`src/rtl/seven_segment_scanner.sv`:
```
// seven_segment_scanner: time-multiplexed driver for a bank of seven-segment digits.
// One digit is lit per slot. Each slot begins with a dead time in which every output is dark.
// The shown value is double-buffered, so it only changes at a frame boundary.
module seven_segment_scanner #(
    parameter int DIGITS         = 4,
    parameter int SLOT_CYCLES    = 50000,
    parameter int BLANK_CYCLES   = 500,
    parameter int SEG_ACTIVE_LOW = 1,
    parameter int EN_ACTIVE_LOW  = 1
) (
    input  logic                  clk,
    input  logic                  reset,
    input  logic [4*DIGITS-1:0]   value,
    input  logic [DIGITS-1:0]     dp,
    input  logic [DIGITS-1:0]     blank,
    input  logic                  lz_en,
    input  logic                  load,
    output logic [6:0]            seg,
    output logic                  seg_dp,
    output logic [DIGITS-1:0]     digit_en,
    output logic                  frame_done
);

    localparam int              CW         = $clog2(SLOT_CYCLES);
    localparam int              IW         = (DIGITS > 1) ? $clog2(DIGITS) : 1;
    localparam logic [CW-1:0]   SLOT_LAST  = CW'(SLOT_CYCLES - 1);
    localparam logic [IW-1:0]   IDX_LAST   = IW'(DIGITS - 1);
    localparam logic [31:0]     BLANK_LIM  = 32'(BLANK_CYCLES);
    localparam logic [6:0]      SEG_INV    = (SEG_ACTIVE_LOW != 0) ? 7'h7F : 7'h00;
    localparam logic            SEG_DP_INV = (SEG_ACTIVE_LOW != 0);
    localparam logic [DIGITS-1:0] EN_INV   = (EN_ACTIVE_LOW != 0) ? {DIGITS{1'b1}} : '0;

    // Scan position and the two value buffers.
    logic [CW-1:0]        slot_cnt_q, slot_cnt_d;
    logic [IW-1:0]        idx_q, idx_d;
    logic [4*DIGITS-1:0]  pend_value_q, pend_value_d;
    logic [DIGITS-1:0]    pend_dp_q, pend_dp_d;
    logic [DIGITS-1:0]    pend_blank_q, pend_blank_d;
    logic                 pend_valid_q, pend_valid_d;
    logic [4*DIGITS-1:0]  act_value_q, act_value_d;
    logic [DIGITS-1:0]    act_dp_q, act_dp_d;
    logic [DIGITS-1:0]    act_blank_q, act_blank_d;

    // Registered outputs.
    logic [6:0]           seg_q, seg_d;
    logic                 seg_dp_q, seg_dp_d;
    logic [DIGITS-1:0]    digit_en_q, digit_en_d;
    logic                 frame_done_q, frame_done_d;

    // Display decode intermediates.
    logic                 slot_end, frame_end;
    logic [3:0]           cur_nibble;
    logic                 cur_dp, cur_blank, cur_lz, in_dead, lit, all_zero;
    logic [DIGITS-1:0]    lz_dark, en_act;

    // Hex nibble to active-high segment pattern, bit0 = a.
    function automatic logic [6:0] hex_decode(input logic [3:0] n);
        case (n)
            4'h0: hex_decode = 7'h3F;
            4'h1: hex_decode = 7'h06;
            4'h2: hex_decode = 7'h5B;
            4'h3: hex_decode = 7'h4F;
            4'h4: hex_decode = 7'h66;
            4'h5: hex_decode = 7'h6D;
            4'h6: hex_decode = 7'h7D;
            4'h7: hex_decode = 7'h07;
            4'h8: hex_decode = 7'h7F;
            4'h9: hex_decode = 7'h6F;
            4'hA: hex_decode = 7'h77;
            4'hB: hex_decode = 7'h7C;
            4'hC: hex_decode = 7'h39;
            4'hD: hex_decode = 7'h5E;
            4'hE: hex_decode = 7'h79;
            default: hex_decode = 7'h71;
        endcase
    endfunction

    // Advance the slot counter and digit index, swap buffers at the frame end, and capture loads.
    always_comb begin
        slot_cnt_d   = slot_cnt_q + CW'(1);
        idx_d        = idx_q;
        pend_value_d = pend_value_q;
        pend_dp_d    = pend_dp_q;
        pend_blank_d = pend_blank_q;
        pend_valid_d = pend_valid_q;
        act_value_d  = act_value_q;
        act_dp_d     = act_dp_q;
        act_blank_d  = act_blank_q;

        slot_end  = (slot_cnt_q == SLOT_LAST);
        frame_end = slot_end && (idx_q == IDX_LAST);

        if (slot_end) begin
            slot_cnt_d = '0;
            idx_d      = (idx_q == IDX_LAST) ? '0 : idx_q + IW'(1);
        end

        if (frame_end && pend_valid_q) begin
            act_value_d  = pend_value_q;
            act_dp_d     = pend_dp_q;
            act_blank_d  = pend_blank_q;
            pend_valid_d = 1'b0;
        end

        // A load on the frame-end edge takes effect after the old pending contents move to active.
        if (load) begin
            pend_value_d = value;
            pend_dp_d    = dp;
            pend_blank_d = blank;
            pend_valid_d = 1'b1;
        end
    end

    // Work out what the current digit should show, then apply the output polarity.
    always_comb begin
        all_zero   = 1'b1;
        lz_dark    = '0;
        cur_nibble = 4'h0;
        cur_dp     = 1'b0;
        cur_blank  = 1'b0;
        cur_lz     = 1'b0;
        en_act     = '0;

        for (int i = DIGITS - 1; i >= 0; i--) begin
            all_zero   = all_zero & (act_value_q[4*i +: 4] == 4'h0);
            lz_dark[i] = all_zero & (i != 0);
        end

        for (int i = 0; i < DIGITS; i++) begin
            if (idx_q == IW'(i)) begin
                cur_nibble = act_value_q[4*i +: 4];
                cur_dp     = act_dp_q[i];
                cur_blank  = act_blank_q[i];
                cur_lz     = lz_dark[i];
            end
        end

        in_dead = (32'(slot_cnt_q) < BLANK_LIM);
        lit     = ~(cur_blank | (lz_en & cur_lz) | in_dead);

        if (lit) begin
            for (int i = 0; i < DIGITS; i++) begin
                en_act[i] = (idx_q == IW'(i));
            end
        end

        seg_d        = (lit ? hex_decode(cur_nibble) : 7'h00) ^ SEG_INV;
        seg_dp_d     = (lit & cur_dp) ^ SEG_DP_INV;
        digit_en_d   = en_act ^ EN_INV;
        frame_done_d = frame_end;
    end

    // State and output registers; reset leaves every output in its unlit/inactive level.
    always_ff @(posedge clk or posedge reset) begin
        if (reset) begin
            slot_cnt_q   <= '0;
            idx_q        <= '0;
            pend_value_q <= '0;
            pend_dp_q    <= '0;
            pend_blank_q <= '0;
            pend_valid_q <= 1'b0;
            act_value_q  <= '0;
            act_dp_q     <= '0;
            act_blank_q  <= '0;
            seg_q        <= SEG_INV;
            seg_dp_q     <= SEG_DP_INV;
            digit_en_q   <= EN_INV;
            frame_done_q <= 1'b0;
        end else begin
            slot_cnt_q   <= slot_cnt_d;
            idx_q        <= idx_d;
            pend_value_q <= pend_value_d;
            pend_dp_q    <= pend_dp_d;
            pend_blank_q <= pend_blank_d;
            pend_valid_q <= pend_valid_d;
            act_value_q  <= act_value_d;
            act_dp_q     <= act_dp_d;
            act_blank_q  <= act_blank_d;
            seg_q        <= seg_d;
            seg_dp_q     <= seg_dp_d;
            digit_en_q   <= digit_en_d;
            frame_done_q <= frame_done_d;
        end
    end

    assign seg        = seg_q;
    assign seg_dp     = seg_dp_q;
    assign digit_en   = digit_en_q;
    assign frame_done = frame_done_q;

endmodule

```
`config.mk`:
```
export PLATFORM = sky130hd
export DESIGN_NAME = seven_segment_scanner
export DESIGN_NICKNAME = d
export VERILOG_FILES = /design/src/rtl/seven_segment_scanner.sv
export SDC_FILE = /design/constraint.sdc
export NUM_CORES = 1
export LEC_CHECK = 0
export BUFFER_PORTS_ARGS = -buffer_cell sky130_fd_sc_hd__buf_2
export CORE_ASPECT_RATIO = 0.7
export CORE_MARGIN = 2
export CORE_UTILIZATION = 57
export DETAILED_ROUTE_END_ITERATION = 7
export HOLD_SLACK_MARGIN = 0.02
export PLACE_DENSITY_LB_ADDON = 0.05
export REMOVE_ABC_BUFFERS = 1
export SLEW_MARGIN = 20
export SYNTH_ARGS = -nofsm -noshare
export SYNTH_HDL_FRONTEND = slang
export SYNTH_SLANG_ARGS = --single-unit
```
`constraint.sdc`:
```
create_clock -name clk -period 2.7 [get_ports clk]
set_input_delay 0.405 -clock clk [delete_from_list [all_inputs] [get_ports clk]]
set_output_delay 0.405 -clock clk [all_outputs]
set_load 0.01 [all_outputs]
```
## Word-level counts from Yosys, hierarchy flattened

Memories as Yosys holds them, arrays and structs flattened.
Cells that the tools add are included.

| cells by class | value |
|---|---|
| reduce and logical (&&, ||, !) cells | 7 |
| muxes and demuxes | 21 |
| magnitude comparators | 1 |
| $add $sub $neg | 2 |
| equality and inequality tests | 4 |
| bitwise operators | 10 |

Operator list:

| operator | count |
|---|---|
| 4-bit two-way mux | 5 |
| 16-bit by 1-bit adder with 16-bit output (second input constant) | 1 |
| 16-bit == test (second input constant) | 1 |
| 16-bit by 9-bit < comparator with 1-bit output (second input constant) | 1 |
| 16-bit two-way mux | 1 |
| 1-bit two-way mux | 13 |
| 4-bit zero test | 3 |
| 7-bit two-way mux | 1 |
| 7-bit inverter | 1 |
| 1-bit AND | 4 |
| 2-bit == test (second input constant) | 2 |
| 4-bit inverter | 1 |
| 2-bit by 1-bit adder with 2-bit output (second input constant) | 1 |
| 2-bit by 1-bit == test with 1-bit output (second input constant) | 1 |
| 1-bit logical AND | 2 |
| 2-bit zero test | 1 |
| 2-bit two-way mux | 1 |
| 1-bit inverter | 2 |
| 1-bit OR | 2 |
| 2-bit nonzero test | 1 |

| word-level totals | value |
|---|---|
| word-level logic and storage cells | 59 |
| bits in read-only memories | 112 |
| memories | 1 |
| flip-flop bits (word level) | 80 |
| output and inout bits | 13 |

Memory list:

| name | depth | width | read ports | clocked after memory_dff | wr ports | line | text |
|---|---|---|---|---|---|---|---|
| (name not given) | 16 | 7 | 1 | 0 | 0 | 58 | `case (n)` |

## Logic depth before layout (Yosys ltp)

Gate-level depths: netlist (run 1).

| logic depth | value |
|---|---|
| depth after elaboration | 12 |
| gate-level depth with buffers | 12 |
| mapped depth without buffers | 11 |

## Least setup slack after synthesis (run 1)

Ideal clock, no wire load.

| timing path | value |
|---|---|
| path kind | register to register |
| start point | register idx_q[0] |
| end point | register seg_q[5], in the netlist seg[5] |
| period minus slack after synthesis | 2223 ps |
| data required time | 2580 ps |
| cell stages (with the launch flop) | 11 |
| slack | 477 ps |
| data arrival time | 2103 ps |
| setup time | 120 ps |
| buffers on the path | 1 |
| path through | dfrtp_1 ha_1 buf_2 nor2_1 o211ai_1 o211ai_1 inv_1 ha_1 nor3_1 a211o_1 o311ai_0 |

| between the ends | value |
|---|---|
| cells in the longest elaborated chain, start to end | 9 |
| elaborated cells between the ends (all ways) | 21 |

RTL lines:

| element | line | text |
|---|---|---|
| start, declared | 35 | `logic [IW-1:0] idx_q, idx_d;` |
| start signal, assigned | 171 | `idx_q <= idx_d;` |
| parallel branches: the longest is 7 deep, another holds memory 16 x 7 bit | - |  |
| 7-bit two-way mux * | 147 | `seg_d = (lit ? hex_decode(cur_nibble) : 7'h00) ^ SEG_INV;` |
| 7-bit inverter (no source line) * | - |  |
| net seg_d[5] | 45 | `logic [6:0] seg_q, seg_d;` |
| end signal, assigned | 179 | `seg_q <= seg_d;` |
| end, declared | 45 |  |

Mark *: on every way through the listed nets, which the timed path passes.
A chain may end at the register's enable or synchronous reset.

## Final worst setup path (run 1)

| timing path | value |
|---|---|
| start point | register idx_q[1] |
| end point | register seg_q[2], in the netlist seg[2] |

Same word-level chain as after synthesis.

==> impl_metrics.toml, run 1 <==
[logic_synthesis]
syn_area_sq_mm = 0.00370
ys_warn_count = 0
yosys_register_bits = 80
postSynthAreaPerCell_sq_um = 12.6
synth.distinct_cells = 49
syn-instance-count = 294
ys.flop_type = "dfrtp_1"
async_flop_share = 1.00
synth-edff-count = 0
seq_area_frac_synth = 0.546

[placed_design]
hpwl_microns = 4570
port_buffers = 40
routabilityCongestion = 0.844
dpl_cell_area_sq_mm = 0.00396

[floorplanning]
start_util = 0.592
die_w_microns = 100
core_area_sq_mm = 0.00625
rows = 24
die_area_sq_mm = 0.00715
die_h_microns = 71.4
top_level_ports = 41

[sta]
fin_crit_sh = 0.916
hold_viol_final = 0
finalSetupViolCount = 0
rsz0062_at_grt = "false"
clock_skew_ns = 0.00671
slew-limit-headroom = 0.534
slew_viol_final = 0
worst_slew_pin_slew_ns = 0.698
fmax_ghz = 0.405
fin_crit_ns = 2.47

[global_routing]
grt_pass1_vias = 2222
grt_overflow = 0
grt_pass1_wl_microns = 11100
grt_max_degree = 49
antenna_found_initial = 0
grtUsageTotal = 0.201

[worst_setup_path]
crit_family = "compound AO/OA/AOI/OAI gates"
path_class = "reg2reg"
crit_fanout = 13
slowest_delay_ns = 0.65
endpoint_kind = "flop"
slowest_stage = "a211oi_2"
cp_cell_sequence = "inv_1, ha_1, nor2b_1, a22oi_1, o21ai_0, a211oi_2, o311ai_0"
crit_required_ns = 2.91
cp.arrival_ns = 2.68
critPathLaunchType = "flop"
crit_buf_inv = 1

[detailed_routing]
initialDrtViolationCount = 83
first_pass_iters = 4
viasPerCell = 5.60
remaining_drc_errors = 0
routed-via-count = 2357
ant_nets = 0
drt-total-wl_microns = 6450
post_drt_wl_per_cell_microns = 15.3

[clock_network]
cts_buffers = 9
clk_latency_ns = 0.34
htree_levels = 3
clk_path_buf_depth = 2
cts_root_buf = "clkbuf_8"
clkTransAtPathRegs_ns = 0.08
cts_sinks = 80
cts_tree = "built"

[finish]
final_area_sq_mm = 0.00418
area_growth_syn_to_layout_pct = 13.1
final_util = 0.669
layout.nets = 377
antenna_cells = 0
drive_gt1_frac = 0.370

[power_and_ir_drop]
p_per_area_mw_per_mm2 = 549
total_power_w = 0.00230
peakVddDrop_uv = 430
p_leak_nw = 1.89

[run]
max_cap_violations = 0

[worst_hold_path]
worst_hold_path_type = "in2async"

[outcome]
status = "completed"
==> per-layer routing <==
layer / track usage / share of wire
met1: 0.311 / 0.52
met2: 0.286 / 0.43
met3: 0.0478 / 0.042
met4: 0.0548 / 0.0090
met5: 0 / 0
==> registers in the layout, indices dropped and copies added, names as in the netlist <==
name / cells
frame_done: 1
digit_en: 4
pend_blank_q: 4
seg: 7
slot_cnt_q: 16
pend_dp_q: 4
seg_dp: 1
act_value_q: 16
idx_q: 2
pend_valid_q: 1
act_dp_q: 4
act_blank_q: 4
pend_value_q: 16
==> where the power goes <==
part / leakage (nW) / switching [W] / internal, W / total (W)
Sequential: 1.00 / 0.0000189 / 0.00123 / 0.00125
Combinational: 0.784 / 0.0000426 / 0.0000496 / 0.0000922
Clock: 0.107 / 0.000427 / 0.000526 / 0.000953
==> synth_stat cells, drive strengths merged (2+ instances only) <==
library cell,n,area share
o311ai,2,0.0047
xnor2,6,0.014
nor4,6,0.014
clkbuf,5,0.0051
a211oi,4,0.0095
and3,2,0.0034
a21oi,5,0.0068
inv,10,0.010
buf,7,0.018
nor2,18,0.018
nor2b,3,0.0051
a211o,2,0.0047
mux2,48,0.17
o21ai,5,0.0068
o211ai,7,0.014
nand2b,3,0.0051
o22ai,2,0.0034
or2,2,0.0034
ha,11,0.037
nand4,2,0.0034
dfrtp,68,0.46
dfstp,12,0.085
nand3,10,0.014
nor3,4,0.0054
xor2,7,0.017
nand2,26,0.026
==> timing repair <==
action                                  in CTS  in global routing
hold buffers                                 0                  0
gates resized for setup                      0                  1
setup buffers                                0                  0
endpoints found under the setup margin       0                  1
==> layout by cell type (no fill, tap or decap), types with 3 or more instances in the layout <==
| master | instances |
|---|---|
| dfrtp_1 | 68 |
| buf_2 | 40 |
| mux2_2 | 28 |
| nand2_1 | 26 |
| mux2_4 | 20 |
| nor2_1 | 18 |
| dfstp_2 | 12 |
| ha_1 | 11 |
| nand3_1 | 10 |
| inv_1 | 9 |
| clkbuf_8 | 9 |
| o211ai_1 | 7 |
| xor2_1 | 7 |
| xnor2_1 | 6 |
| o21ai_0 | 5 |
| nor4_1 | 5 |
| a21oi_1 | 5 |
| nor3_1 | 4 |
| buf_4 | 4 |
| nand2b_1 | 3 |
| nor2b_1 | 3 |
| a211oi_1 | 3 |
==> per-stage QoR <==
stage | setup slack [ns] | instances | hold slack, ns | setup TNS [ns]
after floorplan | -0.349 | 282 | 0.441 | -7.07
after global placement | 0.297 | 405 | 0.456 | 0
after detailed placement | 0.192 | 405 | 0.484 | 0
after CTS | 0.185 | 421 | 0.191 | 0
after global routing | 0.0308 | 421 | 0.226 | 0
final | 0.228 | 421 | 0.171 | 0
==> logic make-up after synthesis <==
| group | after synthesis | synth area share |
|---|---|---|
| and+or+nand+nor | 82 | 0.111 |
| DFF | 80 | 0.546 |
| muxes | 49 | 0.169 |
| AOI/OAI and AO/OA | 37 | 0.0724 |
| buffers and inverters | 22 | 0.0335 |
| xor gates and xnor gates | 13 | 0.0308 |
| adders and majority gates | 11 | 0.0372 |
==> final cells by class <==
cell class | instances | area (sq um)
tap | 78 | 97.6
clock inverter | 6 | 90.1
inverter | 10 | 37.5
fill | 470 | 2060
clock buffer | 10 | 128
timing repair buffer | 45 | 250
multi-input combinational | 192 | 1560
sequential | 80 | 2020
==> path summary, 6_finish.rpt <==
path                               start               to  slack, ns  cells past startpoint
setup / recovery                idx_q[1]           seg[2]       0.23                      7
min in group clk                value[2]  pend_value_q[2]       0.29                      2
setup reg to reg                idx_q[1]           seg[2]       0.23                      7
hold / removal                     reset    slot_cnt_q[8]       0.17                      2
max in group asynchronous          reset           seg_dp       1.80                      3
hold reg to reg            slot_cnt_q[0]    slot_cnt_q[0]       0.49                      1
(Power assumes the default switching activity.)
==> run 2, diff against run 1 <==
--- a/config.mk
+++ b/config.mk
@@ -8,7 +8,7 @@
 export BUFFER_PORTS_ARGS = -buffer_cell sky130_fd_sc_hd__buf_2
 export CORE_ASPECT_RATIO = 0.7
 export CORE_MARGIN = 2
-export CORE_UTILIZATION = 57
+export CORE_UTILIZATION = 45
 export DETAILED_ROUTE_END_ITERATION = 7
 export HOLD_SLACK_MARGIN = 0.02
 export PLACE_DENSITY_LB_ADDON = 0.05
==> constraint.sdc (replaced) <==
create_clock -name clk -period 3.2 [get_ports clk]
set_input_delay 0.48 -clock clk [delete_from_list [all_inputs] [get_ports clk]]
set_output_delay 0.48 -clock clk [all_outputs]
set_load 0.01 [all_outputs]
==> impl_metrics.toml, run 2 (same netlist as run 1, synthesis figures left out) <==
[outcome]
status = "completed"

[finish]
drive_gt1_frac = 0.359
mostFrequentLayoutCells = "68 x dfrtp_1, 40 x buf_2, 28 x mux2_2"
area_growth_syn_to_layout_pct = 16.8
top_regs = "act_value_q: 16 flops, pend_value_q: 16 flops, slot_cnt_q: 16 flops"
nFillCells = 724
final_common_cell = "dfrtp_1"
layout.nets = 377
final_util = 0.546
antenna_cells = 0

[clock_network]
clk_latency_ns = 0.33
clkTransAtPathRegs_ns = 0.05
htree_levels = 3
postCtsSetupBuffers = 0
clk_path_buf_depth = 2
cts_tree = "built"
cts_sinks = 80
cts_resized = 0
cts_buffers = 9
postCtsHoldBufs = 0
cts_root_buf = "clkbuf_16"

[floorplanning]
top_level_ports = 41
die_w_microns = 112
core_area_sq_mm = 0.00791
rows = 27
die_area_sq_mm = 0.00897
start_util = 0.468
die_h_microns = 79.8

[power_and_ir_drop]
swShare = 0.190
p_per_area_mw_per_mm2 = 528
p_leak_nw = 1.95
clockPowerShare = 0.500
p_int_w = 0.00185
total_power_w = 0.00228
pwr-share-comb = 0.034
seqPwrFrac = 0.466
p_switching_w = 0.000433
peakVddDrop_uv = 369

[sta]
slew_viol_final = 0
fin_tns_setup_ns = 0
fin_crit_ns = 2.54
clock_skew_ns = 0.00455
slew-limit-headroom = 0.583
fmax_ghz = 0.393
rsz0062_at_grt = "false"
hold_viol_final = 0
fin_crit_sh = 0.795
worst_slew_pin_slew_ns = 0.626
finalSetupViolCount = 0

[worst_setup_path]
crit_required_ns = 3.44
critPathLaunchType = "flop"
slowest_delay_ns = 0.37
endpoint_kind = "flop"
cp_cell_sequence = "inv_1, ha_1, nor2_1, o211ai_1, o211ai_1, inv_1, ha_1, nor3_1, a211o_1, o311ai_0"
cp.arrival_ns = 2.78
crit_fanout = 7
path_class = "reg2reg"
slowest_stage = "dfrtp_1"

[detailed_routing]
ant_nets = 0
viasPerCell = 5.16
post_drt_wl_per_cell_microns = 16.2
initialDrtViolationCount = 134
routed-via-count = 2290
drt-total-wl_microns = 7180
first_pass_iters = 4
remaining_drc_errors = 0

[worst_hold_path]
worst_hold_path_type = "in2async"

[placed_design]
routabilityCongestion = 0.783
hpwl_microns = 5020
port_buffers = 40

[global_routing]
grtUsageTotal = 0.181
grt_pass1_wl_microns = 12300
grt_pass1_vias = 2355
antenna_found_initial = 0
grt_overflow = 0
grt_max_degree = 81

[run]
max_cap_violations = 0
## run 2: changes by cell type in the layout (fill, tap and decap cells not counted)
cell | before | now
a31oi_1 | 0 | 1
clkbuf_8 | 9 | 0
clkinvlp_4 | 1 | 0
inv_6 | 2 | 0
clkbuf_1 | 1 | 4
inv_2 | 1 | 0
bufinv_16 | 2 | 3
clkbuf_16 | 0 | 9
a31oi_2 | 1 | 0
## run 2: area by class of cell
type	instances	area [sq um]	area share
multi-input combinational	192	1560	0.360
inverter	10	38.8	0.00898
clock buffer	13	240	0.0556
timing repair buffer	45	250	0.0580
sequential	80	2020	0.467
clock inverter	3	90.1	0.0209
tap	101	126	0.0293
## run 2: power groups by stage
| stage | combinational [W] | clock, W | sequential (W) |
|---|---|---|---|
| 2_1_floorplan | 0.0000478 | 0 | 0.00107 |
| 3_3_place_gp | 0.0000801 | 0 | 0.00108 |
| 3_5_place_dp | 0.0000817 | 0 | 0.00108 |
| 4_1_cts | 0.0000823 | 0.00117 | 0.00106 |
| 5_1_grt | 0.0000894 | 0.00122 | 0.00107 |
| 6_report | 0.0000785 | 0.00114 | 0.00106 |
## run 2: final timing paths
kind	cells after the start	startpoint	slack (ns)	to
min in group clk	2	value[7]	0.37	pend_value_q[7]
max in group asynchronous	3	reset	2.62	seg[0]
max reg2reg	10	idx_q[0]	0.66	seg[5]
min reg2reg	1	pend_valid_q	0.48	pend_valid_q
min	3	reset	0.22	pend_blank_q[3]
max	10	idx_q[0]	0.66	seg[5]
## run 2: per-layer routing
layer,up-vias,share of wire,GRT usage
met5,-,0,0
met4,0,0.011,0.0683
met3,6,0.046,0.0600
met2,47,0.40,0.242
met1,1110,0.54,0.269
li1,1127,-,-
## run 2: worst max-delay path, delay by kind of cell, from the launching register on
kind	cells	cell delay, ns
flip-flops	1	0.37
AND/OR/NAND/NOR	2	0.59
buffers and inverters	2	0.26
adder cells (fa/ha/maj)	2	0.56
AO/OA/AOI/OAI	4	0.69
## run 2: stage by stage
stage          instances  cell area (sq um)  hold WS [ns]  worst slack [ns]
2_1_floorplan        282               3610         0.441             0.151
3_3_place_gp         428               3990         0.456             0.765
3_5_place_dp         428               3990         0.467             0.705
4_1_cts              444               4320         0.237             0.667
5_1_grt              444               4320         0.246             0.367
6_report             444               4320         0.217             0.657
==> run 3, diff against run 2 <==
--- a/config.mk
+++ b/config.mk
@@ -5,6 +5,7 @@
 export SDC_FILE = /design/constraint.sdc
 export NUM_CORES = 1
 export LEC_CHECK = 0
+export ABC_AREA = 1
 export BUFFER_PORTS_ARGS = -buffer_cell sky130_fd_sc_hd__buf_2
 export CORE_ASPECT_RATIO = 0.7
 export CORE_MARGIN = 2
==> constraint.sdc (replaced) <==
create_clock -name clk -period 2.6 [get_ports clk]
set_input_delay 0.39 -clock clk [delete_from_list [all_inputs] [get_ports clk]]
set_output_delay 0.39 -clock clk [all_outputs]
set_load 0.01 [all_outputs]
==> impl_metrics.toml, run 3 <==
[floorplanning]
rows = 28
die_h_microns = 81.5
start_util = 0.461
die_w_microns = 115
top_level_ports = 41
core_area_sq_mm = 0.00837
die_area_sq_mm = 0.00934

[finish]
final_area_sq_mm = 0.00445
top_regs = "act_value_q: 16 flops, pend_value_q: 16 flops, slot_cnt_q: 16 flops"
mostFrequentLayoutCells = "201 x nand2_1, 68 x dfrtp_1, 46 x nand3_1"
final_common_cell = "nand2_1"
layout.cells.non_filler = 628
layout.nets = 557
antenna_cells = 0
drive_gt1_frac = 0.172
area_growth_syn_to_layout_pct = 15.4

[logic_synthesis]
synth.distinct_cells = 32
syn-instance-count = 478
yosys-top-cells-area = "dfrtp_1 44%, nand2_1 20%, dfstp_2 8.2%, nand3_1 6.0%, ha_1 3.6%"
yosys.area.top_type = "dfrtp_1"
syn_area_sq_mm = 0.00386
ys.flop_type = "dfrtp_1"
ys_warn_count = 0
synth_top_area_share = 0.441
postSynthAreaPerCell_sq_um = 8.07
seq_area_frac_synth = 0.523
async_flop_share = 1.00
synth-edff-count = 0
yosysMostFrequentCell = "nand2_1"
yosys_register_bits = 80
synth_commonest_cells = "201 x nand2_1, 68 x dfrtp_1, 46 x nand3_1"

[worst_setup_path]
cp.arrival_ns = 2.51
critPathLaunchType = "flop"
path_class = "reg2reg"
crit_required_ns = 2.84
rrSetupSlack_ns = 0.32
worstSetupEndpoint = "seg[3]"
rr_endpoint = "seg[3]"
crit_start = "idx_q[0]"
ff2ff_path_depth = 11
reg2reg_from = "idx_q[0]"
endpoint_kind = "flop"
crit_fanout = 10

[clock_network]
cts_tree = "built"
clkTransAtPathRegs_ns = 0.06
cts_buffers = 9
htree_levels = 3
cts_sinks = 80
cts_root_buf = "clkbuf_16"
clk_latency_ns = 0.34
postCtsSetupBuffers = 0
clk_path_buf_depth = 2
cts_resized = 0

[sta]
finalSetupViolCount = 0
fmax_ghz = 0.439
rsz0062_at_grt = "false"
fin_crit_ns = 2.28
fin_crit_sh = 0.875
hold_viol_final = 0
fin_tns_setup_ns = 0
clock_skew_ns = 0.00598
slew_viol_final = 0
worst_slew_pin_slew_ns = 0.538
slew-limit-headroom = 0.641

[global_routing]
grt_max_degree = 42
grt_overflow = 0
grt_pass1_vias = 2809
antenna_found_initial = 0
grt_pass1_wl_microns = 13500
grtUsageTotal = 0.188

[detailed_routing]
drt-total-wl_microns = 7780
routed-via-count = 2994
ant_nets = 0
post_drt_wl_per_cell_microns = 12.4
first_pass_iters = 4
remaining_drc_errors = 0
initialDrtViolationCount = 196
viasPerCell = 4.77

[power_and_ir_drop]
peakVddDrop_uv = 504
p_leak_nw = 2.40
total_power_w = 0.00264
p_per_area_mw_per_mm2 = 593

[placed_design]
dpl_cell_area_sq_mm = 0.00415
port_buffers = 40
hpwl_microns = 5430
place_inst = 611
routabilityCongestion = 0.846

[worst_hold_path]
worst_hold_path_type = "in2reg"

[run]
max_cap_violations = 0

[outcome]
status = "completed"
[run 3: per-stage QoR]
step / utilization / hold slack, ns / setup slack, ns
floorplan: - / 0.433 / 0.178
global placement: 0.495 / 0.300 / 0.424
detailed placement: 0.495 / 0.302 / 0.332
CTS: 0.532 / 0.236 / 0.298
global route: 0.532 / 0.240 / 0.0822
finish: 0.532 / 0.243 / 0.324
[run 3: how the worst min path moves through the flow]
stage / start / end / slack [ns] / cells past startpoint
2_1_floorplan: slot_cnt_q[0] / slot_cnt_q[0] / 0.43 / 1
3_3_place_gp: reset / act_value_q[14] / 0.30 / 2
3_5_place_dp: reset / act_value_q[14] / 0.30 / 2
4_1_cts: dp[2] / pend_dp_q[2] / 0.24 / 3
5_1_grt: blank[2] / pend_blank_q[2] / 0.24 / 3
6_report: dp[2] / pend_dp_q[2] / 0.24 / 3
[run 3: logic make-up after synthesis]
| group | count (synthesis) | share of synthesized area |
|---|---|---|
| AND/OR/NAND/NOR | 299 | 0.331 |
| flip-flops | 80 | 0.523 |
| buffers and inverters | 54 | 0.0597 |
| AO/OA/AOI/OAI | 31 | 0.0435 |
| adder cells (fa/ha/maj) | 11 | 0.0357 |
| XOR/XNOR | 3 | 0.00681 |
[run 3: final cells by class]
cell class | instances | area [sq um]
clock buffers | 10 | 229
clock inverters | 6 | 68.8
fillers | 811 | 3920
inverters | 38 | 144
multi-input cells | 344 | 1610
flip-flops and latches | 80 | 2020
well taps | 105 | 131
repair buffers | 45 | 253
[run 3: repair_timing]
| item | in CTS | in global routing |
|---|---|---|
| endpoints found under the hold margin | 4 | 0 |
| hold buffers | 1 | 0 |
| endpoints found under the setup margin | 0 | 0 |
[run 3: critical path: stages (launching register included)]
cell and delay (ns):
dfrtp_1 0.40, inv_1 0.13, ha_1 0.39, inv_2 0.11
nor2_1 0.10, nor2_1 0.06, a21boi_1 0.39, ha_1 0.31
inv_1 0.05, nand2_1 0.06, nand3_1 0.09, nand3_1 0.08
[run 3: where the power goes]
part / switching (W) / total, W / leakage (nW) / internal [W]
combinational: 0.0000576 / 0.0000924 / 1.25 / 0.0000348
sequential: 0.0000179 / 0.00130 / 1.01 / 0.00128
clock: 0.000503 / 0.00125 / 0.143 / 0.000748
total: 0.000578 / 0.00264 / 2.40 / 0.00206
[run 3: layer usage]
metal / routed length [microns] / up-vias / GRT usage / part of all wire
met1: 4150 / 1349 / 0.268 / 0.53
met2: 3160 / 59 / 0.272 / 0.41
met3: 341 / 12 / 0.0517 / 0.044
met5: 0 / - / 0 / 0
met4: 133 / 0 / 0.0732 / 0.017
li1: - / 1574 / - / -
